$ cat src/rtl/mux_pkg.sv
`default_nettype none
// ============================================================================
// Module  : mux_pkg
// Brief   : Shared state encoding and select-width helper for mux_n_pipe.
// Revision: 1.0
// ============================================================================
package mux_pkg;

    typedef enum logic [1:0] {
        EMPTY = 2'd0,
        ONE   = 2'd1,
        TWO   = 2'd2
    } mux_state_t;

    // A two-input selector still needs one select bit.
    function automatic int sel_width(input int n);
        return (n <= 2) ? 1 : $clog2(n);
    endfunction

endpackage
`default_nettype wire

$ cat src/rtl/mux_n_sel.sv
`default_nettype none
// ============================================================================
// Module  : mux_n_sel
// Brief   : Combinational N:1 WIDTH-bit selector; out-of-range selects yield 0.
// Revision: 1.0
// ============================================================================
module mux_n_sel #(
    parameter int WIDTH = 32,
    parameter int N     = 4,
    parameter int SEL_W = 2
) (
    input  logic [N*WIDTH-1:0] data_i,
    input  logic [SEL_W-1:0]   sel_i,
    output logic [WIDTH-1:0]   data_o
);

    always_comb begin
        data_o = '0;
        for (int k = 0; k < N; k++) begin
            if (sel_i == SEL_W'(k)) begin
                data_o = data_i[k*WIDTH +: WIDTH];
            end
        end
    end

endmodule
`default_nettype wire

$ cat src/rtl/mux_n_pipe.sv
`default_nettype none
// ============================================================================
// Module  : mux_n_pipe
// Brief   : N-input selector with a registered valid/ready skid-buffer stage.
//           Define MUXN_SEL_CHECK_EN to enable the sticky sel_err check.
// Revision: 1.0
// ============================================================================
module mux_n_pipe
    import mux_pkg::*;
#(
    parameter  int WIDTH = 32,
    parameter  int N     = 4,
    localparam int SEL_W = sel_width(N)
) (
    input  logic               clk,
    input  logic               rst_n,
    input  logic [N*WIDTH-1:0] in_data,
    input  logic [SEL_W-1:0]   in_sel,
    input  logic               in_valid,
    output logic               in_ready,
    output logic [WIDTH-1:0]   out_data,
    output logic [SEL_W-1:0]   out_sel,
    output logic               out_valid,
    input  logic               out_ready,
    output logic               sel_err
);

    mux_state_t        state_q;
    logic [WIDTH-1:0]  m_data_q;
    logic [SEL_W-1:0]  m_sel_q;
    logic [WIDTH-1:0]  s_data_q;
    logic [SEL_W-1:0]  s_sel_q;
    logic              in_ready_q;
    logic              out_valid_q;

    logic [WIDTH-1:0]  beat_data_d;
    logic              accept;
    logic              xfer;

    mux_n_sel #(
        .WIDTH (WIDTH),
        .N     (N),
        .SEL_W (SEL_W)
    ) u_sel (
        .data_i (in_data),
        .sel_i  (in_sel),
        .data_o (beat_data_d)
    );

    assign accept = in_valid & in_ready_q;
    assign xfer   = out_valid_q & out_ready;

    // in_ready only depends on registered state, never on out_ready.
    always_ff @(posedge clk or negedge rst_n) begin
        if (!rst_n) begin
            state_q     <= EMPTY;
            m_data_q    <= '0;
            m_sel_q     <= '0;
            s_data_q    <= '0;
            s_sel_q     <= '0;
            in_ready_q  <= 1'b1;
            out_valid_q <= 1'b0;
        end else begin
            case (state_q)
                EMPTY: begin
                    if (accept) begin
                        m_data_q    <= beat_data_d;
                        m_sel_q     <= in_sel;
                        out_valid_q <= 1'b1;
                        state_q     <= ONE;
                    end
                end
                ONE: begin
                    if (accept && xfer) begin
                        m_data_q <= beat_data_d;
                        m_sel_q  <= in_sel;
                    end else if (accept) begin
                        s_data_q   <= beat_data_d;
                        s_sel_q    <= in_sel;
                        in_ready_q <= 1'b0;
                        state_q    <= TWO;
                    end else if (xfer) begin
                        out_valid_q <= 1'b0;
                        state_q     <= EMPTY;
                    end
                end
                TWO: begin
                    if (xfer) begin
                        m_data_q   <= s_data_q;
                        m_sel_q    <= s_sel_q;
                        in_ready_q <= 1'b1;
                        state_q    <= ONE;
                    end
                end
                default: begin
                    out_valid_q <= 1'b0;
                    in_ready_q  <= 1'b1;
                    state_q     <= EMPTY;
                end
            endcase
        end
    end

`ifdef MUXN_SEL_CHECK_EN
    localparam logic [SEL_W:0] c_n_ext = (SEL_W+1)'(N);
    logic sel_err_q;

    always_ff @(posedge clk or negedge rst_n) begin
        if (!rst_n) begin
            sel_err_q <= 1'b0;
        end else if (accept && ({1'b0, in_sel} >= c_n_ext)) begin
            sel_err_q <= 1'b1;
        end
    end

    assign sel_err = sel_err_q;
`else
    assign sel_err = 1'b0;
`endif

    assign in_ready  = in_ready_q;
    assign out_valid = out_valid_q;
    assign out_data  = m_data_q;
    assign out_sel   = m_sel_q;

endmodule
`default_nettype wire
$ cat config.mk
export PLATFORM = sky130hd
export DESIGN_NAME = mux_n_pipe
export DESIGN_NICKNAME = d
export VERILOG_FILES = /design/src/rtl/mux_pkg.sv /design/src/rtl/mux_n_sel.sv /design/src/rtl/mux_n_pipe.sv
export SDC_FILE = /design/constraint.sdc
export NUM_CORES = 1
export LEC_CHECK = 0
export ABC_CLOCK_PERIOD_IN_PS = 3160
export CAP_MARGIN = 20
export CORE_ASPECT_RATIO = 1.1
export CORE_MARGIN = 2
export CORE_UTILIZATION = 48
export CTS_BUF_LIST = sky130_fd_sc_hd__clkbuf_8
export DETAILED_ROUTE_END_ITERATION = 6
export HOLD_SLACK_MARGIN = 0.1
export MAX_ROUTING_LAYER = met4
export PLACE_DENSITY = 0.92
export SLEW_MARGIN = 20
export SYNTH_ARGS = -nofsm -noshare
export SYNTH_HDL_FRONTEND = slang
export SYNTH_SLANG_ARGS = --single-unit
$ cat constraint.sdc
create_clock -name clk -period 3.16 [get_ports clk]
set_input_delay 0.474 -clock clk [delete_from_list [all_inputs] [get_ports clk]]
set_output_delay 0.474 -clock clk [all_outputs]
set_load 0.02 [all_outputs]
Word level (Yosys, flattened, before mapping)
Cells that the tools add are included.
- logic and storage cells: 61
- output and inout port bits: 37
- register bits after elaboration: 72
- bits of input ports: 134
- reductions and logical operators: 9
- eq/ne operators: 13
- bitwise logic cells: 5
- mux-type cells: 27
- operators by type and width (operator ; count):
    $mux W32 ; 7
    $pmux W32 S3 ; 1
    $mux W2 ; 8
    $ne A2 B2 Y1 const B ; 7
    $pmux W2 S3 ; 2
    $reduce_and A4 Y1 ; 3
    $mux W1 ; 7
    $eq A2 B2 Y1 const B ; 3
    $pmux W1 S3 ; 2
    $reduce_and A5 Y1 ; 1
    $eq A2 B1 Y1 const B ; 2
    $logic_not A2 Y1 ; 2
    $ne A3 B3 Y1 const B ; 1
    $not A1 Y1 ; 3
    $reduce_and A3 Y1 ; 1
    $reduce_bool A3 Y1 ; 1
    $and A1 B1 Y1 ; 2
    $logic_and A1 B1 Y1 ; 1

Longest topological paths before layout
Gate-level depths: netlist of the first run.
- depth after elaboration: 7
- depth in mapped cells: 5

Modules after synthesis
A second synthesis of the first run with hierarchy kept.
- cells, all modules: 246
- area, all modules: 4269.1 µm²
- modules (own cells, without submodules) (module ; sequential area each (µm²) ; area each (µm²) ; cells each ; times used):
    mux_n_pipe ; 1803.0 ; 3454.6 ; 207 ; 1
    mux_n_sel ; 0.0 ; 814.5 ; 39 ; 1

Worst setup path after synthesis of the first run
OpenSTA, ideal clock, no wires.
- path kind: in2reg
- start point: in in_sel[1]
- end point: reg m_data_q[0] (netlist: out_data[0])
- path buffers: 2
- setup time: 125 ps
- slack: 1143 ps
- stages on the path: 5
- arrival time: 1892 ps
- cells stage by stage: clkbuf_1 > buf_1 > mux4_2 > mux2_2 > mux2_4
- word-level cells in the longest chain between the ends: 7
- elaborated cells between the ends (all ways): 11
- RTL lines (element ; line ; text):
    start, declared ; mux_n_pipe.sv:18 ; input logic [SEL_W-1:0] in_sel,
    $logic_not A2 Y1 ; mux_n_sel.sv:20 ; if (sel_i == SEL_W'(k)) begin
    $mux W32 (3 in a row) ; mux_n_sel.sv:20 ;
    $mux W32 (*) ; mux_n_sel.sv:20 ;
    $mux W32, on equally long branches ; mux_n_pipe.sv:74, mux_n_pipe.sv:66 ;
    $pmux W32 S3 (*) ; mux_n_pipe.sv:64 ; case (state_q)
    end signal, assigned ; mux_n_pipe.sv:67 ; m_data_q <= beat_data_d;
    end signal, assigned ; mux_n_pipe.sv:75 ; m_data_q <= beat_data_d;
    end signal, assigned ; mux_n_pipe.sv:89 ; m_data_q <= s_data_q;
    end, declared ; mux_n_pipe.sv:29 ; logic [WIDTH-1:0] m_data_q;
Every way passes the cells marked *; elsewhere a longest branch is shown, timed or not. The select of a mux whose other input is x is not followed.
A chain may end at the register's enable or synchronous reset.

Final worst setup path of the first run
- start point: in in_sel[0]
- end point: reg m_data_q[24] (netlist: out_data[24])
Same word-level chain as after synthesis.

==> flow_metrics.env, run 1 <==
export IMPL_cts_made_buffers=9
export IMPL_die_area_sq_um=9240
export IMPL_worstPathMaxFanout=19
export IMPL_clockBufferDepth=2
export IMPL_drt_wl_total_um=9870
export IMPL_clock_fmax_ghz=0.466
export IMPL_synthCells=244
export IMPL_fin_setup_tns_ps=0
export IMPL_die_w_um=91.8
export IMPL_ctsHtreeMaxLevel=3
export IMPL_met2_length_um=5220
export IMPL_ys_warn_count=0
export IMPL_route_met3_wl_um=732
export IMPL_drv_cap=0
export IMPL_syn_cell_area_sq_um=4070
export IMPL_cts_tree="built"
export IMPL_rsz0062_at_grt="no"
export IMPL_drt_met1_wl_um=3750
export IMPL_remaining_drc_errors=0
export IMPL_seq_power_share_pct=39.1
export IMPL_syn_nets=378
export IMPL_start_util_pct=48.9
export IMPL_ys_seq_elements=72
export IMPL_ys_types=29
export IMPL_layout_commonest_cell="clkdlybuf4s50_1"
export IMPL_port_buffers=169
export IMPL_p_int_mw=2.59
export IMPL_grt_remaining_overflow=0
export IMPL_swShare_pct=29.0
export IMPL_seq_area_frac_synth_pct=44.3
export IMPL_regToRegStartpoint="state_q[1]"
export IMPL_syn_avg_cell_area_sq_um=16.7
export IMPL_placementRows=35
export IMPL_grt_use_total_pct=23.2
export IMPL_fin_crit_sh_pct=67.9
export IMPL_layout_common_cells="clkdlybuf4s50_1 (166), mux2_2 (74), dfrtp_1 (71), mux4_2 (29), mux2_4 (28)"
export IMPL_worstReg2RegEnd="out_data[31]"
export IMPL_slew_violations=0
export IMPL_firstDrtPassIters=4
export IMPL_cp_end_kind="flip-flop"
export IMPL_hold_class="in2async"
export IMPL_route_vias_total=2844
export IMPL_ctsResizeCount=0
export IMPL_antenna_left=0
export IMPL_drive_above_1_share_pct=38.3
export IMPL_period_minus_slack_ps=2140
export IMPL_dr_first_iter_drc_count=49
export IMPL_ios=171
export IMPL_root_buffer="clkbuf_8"
export IMPL_ir_worst_vdd_mv=0.323
export IMPL_crit_type="in2reg"
export IMPL_cts_clk_slew_worst_paths_ps=70
export IMPL_core_area_sq_um=8320
export IMPL_grt_pass1_vias=3185
export IMPL_report_final_hold_viol_count=0
export IMPL_status="finished clean"
export IMPL_p_leak_nw=2.56
export IMPL_power_density_nw_per_um2=607
export IMPL_nNetsFinal=544
export IMPL_top_layer="met4"
export IMPL_setup_viol=0
export IMPL_r2r_setup_slack_ps=1100
export IMPL_post_cts_setup_buffers=0
export IMPL_pwr_share_comb_pct=39.1
export IMPL_finalClockSkew_ps=8.13
export IMPL_wire_per_inst_um=18.8
export IMPL_syn_to_final_growth_pct=47.6
export IMPL_p_sw_mw=1.06
export IMPL_clock_power_share_pct=21.8
export IMPL_slew_headroom_pct=39.4
export IMPL_grt_pass1_wl_um=15800
export IMPL_die_h_um=101
export IMPL_antenna_found_initial=0
export IMPL_nFillCells=546
export IMPL_hold_buffers=0
export IMPL_place_hpwl_um=7340
export IMPL_worst_pin_slew_ps=909
export IMPL_routed_via_density=5.41
export IMPL_n_antenna_cell=0
export IMPL_critPathArrivalTime_ps=2370
export IMPL_start_kind="input port"
export IMPL_reg2reg_depth=4
export IMPL_cp_data_required_time_ps=3380
export IMPL_clock_sinks=72
export IMPL_grt_max_degree=73
export IMPL_gp_congestion=0.732
export IMPL_power_mw=3.65
export IMPL_whs_ps=248
export IMPL_clock_latency_ps=340
## how the worst max path moves through the flow
stage / to / start / depth (start not counted)
2_1_floorplan: out_data[0] / in_sel[1] / 5
3_3_place_gp: out_data[20] / in_sel[0] / 5
3_5_place_dp: out_data[24] / in_sel[0] / 5
4_1_cts: out_data[24] / in_sel[0] / 5
5_1_grt: out_data[24] / in_sel[0] / 5
6_report: out_data[24] / in_sel[0] / 5
## metrics by stage
stage          cells  worst slack (ps)  util, %  cell area, sq um
6_report         526              1020     72.2              6010
3_3_place_gp     510               658     69.6              5790
4_1_cts          526               970     72.2              6010
2_1_floorplan    244              1140        -              4070
5_1_grt          526               891     72.2              6010
3_5_place_dp     510               604     69.6              5790
## critical path, stage by stage
cell	delay (ps)
buf_2	450
buf_4	330
mux4_2	550
mux2_2	290
mux2_4	250
## cell families after synthesis
family | share of synthesized area (%)
AOI/OAI and AO/OA | 2.12
buffers and inverters | 3.62
DFF | 44.3
muxes | 49.0
other | 0.0921
and+or+nand+nor | 0.891
## synthesized netlist by cell type
| master | count | area, sq um |
|---|---|---|
| dfrtp_1 | 71 | 1780 |
| buf_6 | 1 | 11.3 |
| a21oi_1 | 1 | 5.00 |
| clkbuf_1 | 1 | 3.75 |
| a211o_1 | 1 | 8.76 |
| nor2_1 | 1 | 3.75 |
| buf_2 | 5 | 25.0 |
| buf_1 | 5 | 18.8 |
| mux2_2 | 74 | 833 |
| buf_8 | 1 | 15.0 |
| dfstp_2 | 1 | 26.3 |
| inv_1 | 1 | 3.75 |
| and2_1 | 1 | 6.26 |
| a21boi_0 | 1 | 7.51 |
| a21boi_2 | 1 | 11.3 |
| mux4_1 | 3 | 78.8 |
| mux4_2 | 29 | 653 |
| buf_12 | 2 | 40.0 |
| nand2b_1 | 1 | 6.26 |
| conb_1 | 1 | 3.75 |
| o32a_1 | 1 | 10.0 |
| and3b_1 | 1 | 8.76 |
| buf_4 | 4 | 30.0 |
| mux2i_1 | 1 | 10.0 |
| o21ai_0 | 2 | 10.0 |
| mux2_4 | 28 | 420 |
| o32ai_4 | 1 | 27.5 |
| nand2_1 | 3 | 11.3 |
| o22ai_1 | 1 | 6.26 |
## layer usage
metal	track usage, %	vias to the layer above
met5	-	-
met4	8.15	0
met3	5.53	16
met2	40.2	144
met1	26.5	1403
li1	-	1281
## final cells by class
| class | count | area, sq um | share of cell area (%) |
|---|---|---|---|
| Timing Repair Buffer | 174 | 1720 | 28.6 |
| Clock inverter | 6 | 83.8 | 1.39 |
| Sequential cell | 72 | 1800 | 30.0 |
| Inverter | 1 | 3.75 | 0.0624 |
| Tap cell | 111 | 139 | 2.31 |
| Clock buffer | 10 | 138 | 2.29 |
| Multi-Input combinational cell | 152 | 2130 | 35.4 |
## sequential cells by signal (all words and copies together) (netlist names)
| register | cells |
|---|---|
| in_ready | 1 |
| state_q | 2 |
| s_sel_q | 2 |
| out_data | 32 |
| s_data_q | 32 |
| out_sel | 2 |
| out_valid | 1 |
## power by group through the flow
stage               combinational (mW)  clock, mW  sequential (mW)
CTS                               1.44      0.813             1.43
finish                            1.43      0.796             1.43
detailed placement                1.44          0             1.43
global placement                  1.40          0             1.42
global route                      1.50      0.851             1.47
floorplan                        0.507          0             1.65
Power figures use the tool's default switching activity.
==> run 2: changes to the inputs <==
ABC_CLOCK_PERIOD_IN_PS = 1800   (was 3160)
CORE_UTILIZATION = 40   (was 48)
PLACE_DENSITY = 0.82   (was 0.92)
clock period = 1.8 ns   (was 3.16 ns; I/O delays follow)
==> run 2 against run 1 <==
Clock skew hardly changed. Design area is 2.9% higher. Final cell count is 3.6% higher. Largest power group is now combinational logic. Die area is 19% higher. Critical path depth is 4 lower. Clock-buffer cell count is 1 lower. Total power is 76% higher. Combinational power is 76% higher. Highest routed layer unchanged. Worst setup slack worse by 980 ps. Global-route usage is 3.6 points lower. Critical endpoint is now in_ready. Sequential share of layout area is 0.85 points lower. Worst hold slack better by 170 ps.
==> flow_metrics.env, run 2 (synthesis results as in run 1) <==
export IMPL_clock_latency_ps=330
export IMPL_antenna_found_initial=0
export IMPL_period_minus_slack_ps=1770
export IMPL_slew_violations=0
export IMPL_root_buffer="clkbuf_8"
export IMPL_post_cts_setup_buffers=0
export IMPL_route_vias_total=2837
export IMPL_n_antenna_cell=0
export IMPL_grt_pass1_vias=3225
export IMPL_r2r_setup_slack_ps=70
export IMPL_grt_remaining_overflow=0
export IMPL_crit_chain="clkdlybuf4s50_1"
export IMPL_post_route_util_pct=62.6
export IMPL_status="finished clean"
export IMPL_cp_data_required_time_ps=1530
export IMPL_rsz0062_at_grt="yes"
export IMPL_drt_wl_total_um=9820
export IMPL_grt_max_degree=41
export IMPL_report_final_hold_viol_count=0
export IMPL_start_util_pct=41.2
export IMPL_cp_end_kind="output port"
export IMPL_path_buf_inv=1
export IMPL_slowest_stage="clkdlybuf4s50_1"
export IMPL_firstDrtPassIters=4
export IMPL_ios=171
export IMPL_antenna_left=0
export IMPL_critPathArrivalTime_ps=1500
export IMPL_fin_crit_sh_pct=98.3
export IMPL_place_hpwl_um=7480
export IMPL_grt_use_total_pct=19.6
export IMPL_die_h_um=110
export IMPL_p_leak_nw=2.64
export IMPL_nNetsFinal=554
export IMPL_routed_via_density=5.21
export IMPL_clockBufferDepth=2
export IMPL_core_area_sq_um=9890
export IMPL_grt_pass1_wl_um=16200
export IMPL_layout_commonest_cell="clkdlybuf4s50_1"
export IMPL_layout_common_cells="clkdlybuf4s50_1 (166), mux2_2 (74), dfrtp_1 (71), mux4_2 (29), mux2_4 (28)"
export IMPL_syn_to_final_growth_pct=51.9
export IMPL_start_kind="flip-flop"
export IMPL_ctsHtreeMaxLevel=3
export IMPL_finalClockSkew_ps=7.78
export IMPL_clock_fmax_ghz=0.565
export IMPL_fin_ws_ps=31.0
export IMPL_cts_tree="built"
export IMPL_whs_ps=419
export IMPL_power_density_nw_per_um2=1040
export IMPL_wire_per_inst_um=18.0
export IMPL_port_buffers=169
export IMPL_gp_congestion=0.726
export IMPL_drive_above_1_share_pct=39.5
export IMPL_clock_sinks=72
export IMPL_hold_class="in2async"
export IMPL_crit_type="reg2out"
export IMPL_remaining_drc_errors=0
export IMPL_dp_slack_ps=-197
export IMPL_drv_cap=0
export IMPL_ir_worst_vdd_mv=0.452
export IMPL_cts_clk_slew_worst_paths_ps=80
export IMPL_critPathMaxStageDelay_ps=610
export IMPL_cts_made_buffers=9
export IMPL_placementRows=38
export IMPL_ctsResizeCount=0
export IMPL_worstPathMaxFanout=5
export IMPL_cp_top_family="buffers and inverters"
export IMPL_die_area_sq_um=11000
export IMPL_dr_first_iter_drc_count=58
export IMPL_setup_viol=0
export IMPL_die_w_um=100
==> run 2: final timing paths <==
path	startpoint	end	depth (start not counted)
max in group asynchronous	rst_n	in_ready	3
worst max-delay path	in_ready	in_ready	1
worst max register to register	state_q[0]	out_data[27]	4
min in group clk	in_sel[1]	s_sel_q[1]	3
worst min register to register	s_data_q[2]	s_data_q[2]	1
worst min-delay path	rst_n	s_data_q[12]	2
==> run 2: layout make-up <==
class	instances	area [sq um]
flip-flops and latches	72	1800
repair buffers	184	1880
clock buffers	9	124
fillers	793	3700
well taps	120	150
multi-input cells	152	2130
inverters	1	3.75
clock inverters	7	96.3
==> run 2: per-stage QoR <==
step	TNS, ps	cell area (sq um)	power (mW)	cells
floorplan	0	4080	3.79	244
detailed placement	-5270	5960	5.07	528
CTS	0	6190	6.51	545
global route	-73.4	6190	6.77	545
global placement	-5150	5960	4.98	528
finish	0	6190	6.42	545
==> run 2: repair_timing <==
item,4_1_cts,5_1_grt
hold endpoints to repair,32,0
hold buffers,1,0
setup endpoints to repair,0,6
==> run 2: power breakdown <==
part / leakage [nW] / total (mW) / internal (mW) / switching [mW]
Sequential: 0.938 / 2.50 / 2.18 / 0.316
Clock: 0.107 / 1.40 / 0.783 / 0.620
Combinational: 1.60 / 2.52 / 1.57 / 0.943
Total: 2.64 / 6.42 / 4.54 / 1.88
==> run 2: worst reg2reg max path: cells and delay by family, from the launching register on <==
family          cells  cell delay [ps]
mux                 1              360
flops               1              430
buf+inv             1              300
compound gates      2              530
==> run 2: routing by layer <==
| layer | routed length (um) | global-route usage (%) |
|---|---|---|
| met3 | 639 | 4.58 |
| met2 | 5200 | 33.6 |
| met4 | 81 | 5.48 |
| met5 | 0 | - |
| met1 | 3900 | 23.1 |
==> run 3: changes to the inputs <==
ABC_AREA = 1   (was default)
CELL_PAD_IN_SITES_DETAIL_PLACEMENT = 0   (was default)
CELL_PAD_IN_SITES_GLOBAL_PLACEMENT = 2   (was default)
CORE_UTILIZATION = 20   (was 40)
PLACE_DENSITY = 0.8   (was 0.82)
==> run 3 against run 2 <==
Core utilization is 31 points lower. Final cell count rose by 90%. Worst setup slack improved by 120 ps. Largest cell class unchanged.
==> flow_metrics.env, run 3 <==
export IMPL_core_area_sq_um=20400
export IMPL_syn_avg_cell_area_sq_um=6.75
export IMPL_die_w_um=141
export IMPL_p_leak_nw=2.77
export IMPL_clock_sinks=72
export IMPL_syn_nets=746
export IMPL_layout_common_cells="nand2_1 (245), clkdlybuf4s50_1 (165), dfrtp_1 (71), nor2_1 (68), nand3_1 (65)"
export IMPL_critPathArrivalTime_ps=1380
export IMPL_die_h_um=155
export IMPL_p_int_mw=2.74
export IMPL_ys_seq_elements=72
export IMPL_drv_cap=0
export IMPL_grt_pass1_wl_um=24200
export IMPL_path_buf_inv=1
export IMPL_routed_via_density=4.24
export IMPL_ios=171
export IMPL_yosysTopAreaCell="dfrtp_1"
export IMPL_slowest_stage="clkdlybuf4s50_1"
export IMPL_cp_end_kind="output port"
export IMPL_crit_type="reg2out"
export IMPL_grt_pass1_vias=4515
export IMPL_clock_power_share_pct=38.8
export IMPL_drt_wl_total_um=15100
export IMPL_dr_first_iter_drc_count=224
export IMPL_cts_made_buffers=9
export IMPL_fin_ws_ps=152
export IMPL_worst_pin_slew_ps=917
export IMPL_status="finished clean"
export IMPL_ir_worst_vdd_mv=0.364
export IMPL_cts_tree="built"
export IMPL_synthCells=612
export IMPL_synthTopCellsByCount="nand2_1 (245), dfrtp_1 (71), nor2_1 (69)"
export IMPL_synth_top_cells_by_area="dfrtp_1 (43%), nand2_1 (22%), nand3_1 (8.0%)"
export IMPL_pwr_share_comb_pct=16.6
export IMPL_placementRows=55
export IMPL_p_sw_mw=0.881
export IMPL_finalClockSkew_ps=7.93
export IMPL_synth_flop_cell="dfrtp_1"
export IMPL_root_buffer="clkbuf_8"
export IMPL_route_vias_total=4382
export IMPL_start_util_pct=20.2
export IMPL_ys_warn_count=0
export IMPL_rsz0062_at_grt="no"
export IMPL_cp_data_required_time_ps=1530
export IMPL_gp_congestion=0.760
export IMPL_dp_slack_ps=20.6
export IMPL_grt_remaining_overflow=0
export IMPL_clock_latency_ps=360
export IMPL_start_kind="flip-flop"
export IMPL_setup_viol=0
export IMPL_swShare_pct=24.3
export IMPL_slew_headroom_pct=38.7
export IMPL_syn_cell_area_sq_um=4130
export IMPL_crit_chain="clkdlybuf4s50_1"
export IMPL_syn_to_final_growth_pct=55.9
export IMPL_slew_violations=0
export IMPL_antenna_found_initial=2
export IMPL_critPathMaxStageDelay_ps=640
export IMPL_place_hpwl_um=10800
export IMPL_fin_setup_tns_ps=0
export IMPL_ys_types=22
export IMPL_port_buffers=169
export IMPL_cts_clk_slew_worst_paths_ps=80
export IMPL_remaining_drc_errors=0
export IMPL_ctsHtreeMaxLevel=3
export IMPL_firstDrtPassIters=4
export IMPL_hold_class="in2async"
export IMPL_nNetsFinal=904
export IMPL_seq_area_frac_synth_pct=43.6
export IMPL_period_minus_slack_ps=1650
export IMPL_reg2reg_depth=6
export IMPL_wire_per_inst_um=14.6
export IMPL_drive_above_1_share_pct=6.06
export IMPL_grt_use_total_pct=14.8
export IMPL_die_area_sq_um=21800
export IMPL_grt_max_degree=67
export IMPL_clockBufferDepth=2
export IMPL_yosysMostFrequentCell="nand2_1"
export IMPL_netlist_area_leader_share_pct=43.0
export IMPL_fin_crit_sh_pct=91.6
export IMPL_synth_edf_count=0
export IMPL_cp_top_family="buffers and inverters"
export IMPL_crit_cells=1
export IMPL_layout_commonest_cell="nand2_1"
export IMPL_antenna_left=0
export IMPL_seq_power_share_pct=44.6
export IMPL_power_density_nw_per_um2=563
export IMPL_ys_async_sr_fraction_pct=100
export IMPL_worstPathMaxFanout=2
export IMPL_clock_fmax_ghz=0.607
export IMPL_report_final_hold_viol_count=0
-- run 3: final timing paths --
path / end / startpoint / slack (ps)
min: state_q[0] / rst_n / 340
max in group asynchronous: s_data_q[7] / rst_n / 930
min in group clk: out_data[6] / out_data[6] / 480
max reg2reg: s_data_q[16] / in_ready / 220
min reg2reg: out_data[6] / out_data[6] / 480
max: out_data[25] / out_data[25] / 150
-- run 3: per-stage QoR --
| step | area [sq um] | hold WS, ps | total power, mW | cells | utilization [%] |
|---|---|---|---|---|---|
| final | 6440 | 337 | 3.62 | 1033 | 31.5 |
| after global routing | 6440 | 344 | 3.85 | 1033 | 31.5 |
| after CTS | 6440 | 334 | 3.72 | 1031 | 31.5 |
| after detailed placement | 6210 | 190 | 2.26 | 1014 | 30.4 |
| after global placement | 6210 | 190 | 2.27 | 1014 | 30.4 |
| after floorplan | 4130 | -25.6 | 1.84 | 612 | - |
-- run 3: what timing repair did --
item                       4_1_cts  5_1_grt
resized for setup                1        0
setup endpoints to repair        1        0
buffers inserted                 0        0
hold buffers                     1        0
hold endpoints to repair        17        0
-- run 3: logic make-up (layout without fill, tap and decap cells) --
logic type / count (synthesis) / count (layout) / synth area share, %
and+or+nand+nor: 415 / 415 / 41.8
other: 1 / 3 / 0.0907
DFF: 72 / 72 / 43.6
AOI/OAI and AO/OA: 74 / 74 / 9.11
buffers and inverters: 50 / 213 / 5.36
-- run 3: routing by layer --
metal | wire, um | GRT usage, %
met2 | 7270 | 24.7
met1 | 6810 | 18.0
met5 | 0 | -
met3 | 786 | 3.16
met4 | 218 | 4.52
-- run 3: area by class of cell --
type	count	area, sq um
clock inverter	3	38.8
timing repair buffer	189	1930
inverter	8	30.0
fill	2244	14000
tap	256	320
sequential	72	1800
antenna	2	5.00
multi-input combinational	490	2140
clock buffer	13	179
-- run 3: power by group through the flow --
stage	clock network, mW	registers [mW]	logic [mW]
after global placement	0	1.65	0.617
after global routing	1.56	1.62	0.672
after floorplan	0	1.65	0.190
after CTS	1.48	1.62	0.620
final	1.40	1.62	0.603
after detailed placement	0	1.65	0.617
-- run 3: worst reg2reg max path: cells and delay by family, from the launching register on --
family                 cells  cell delay, ps
flip-flops                 1             550
buffers and inverters      1             210
AO/OA/AOI/OAI              1              60
AND/OR/NAND/NOR            4             640
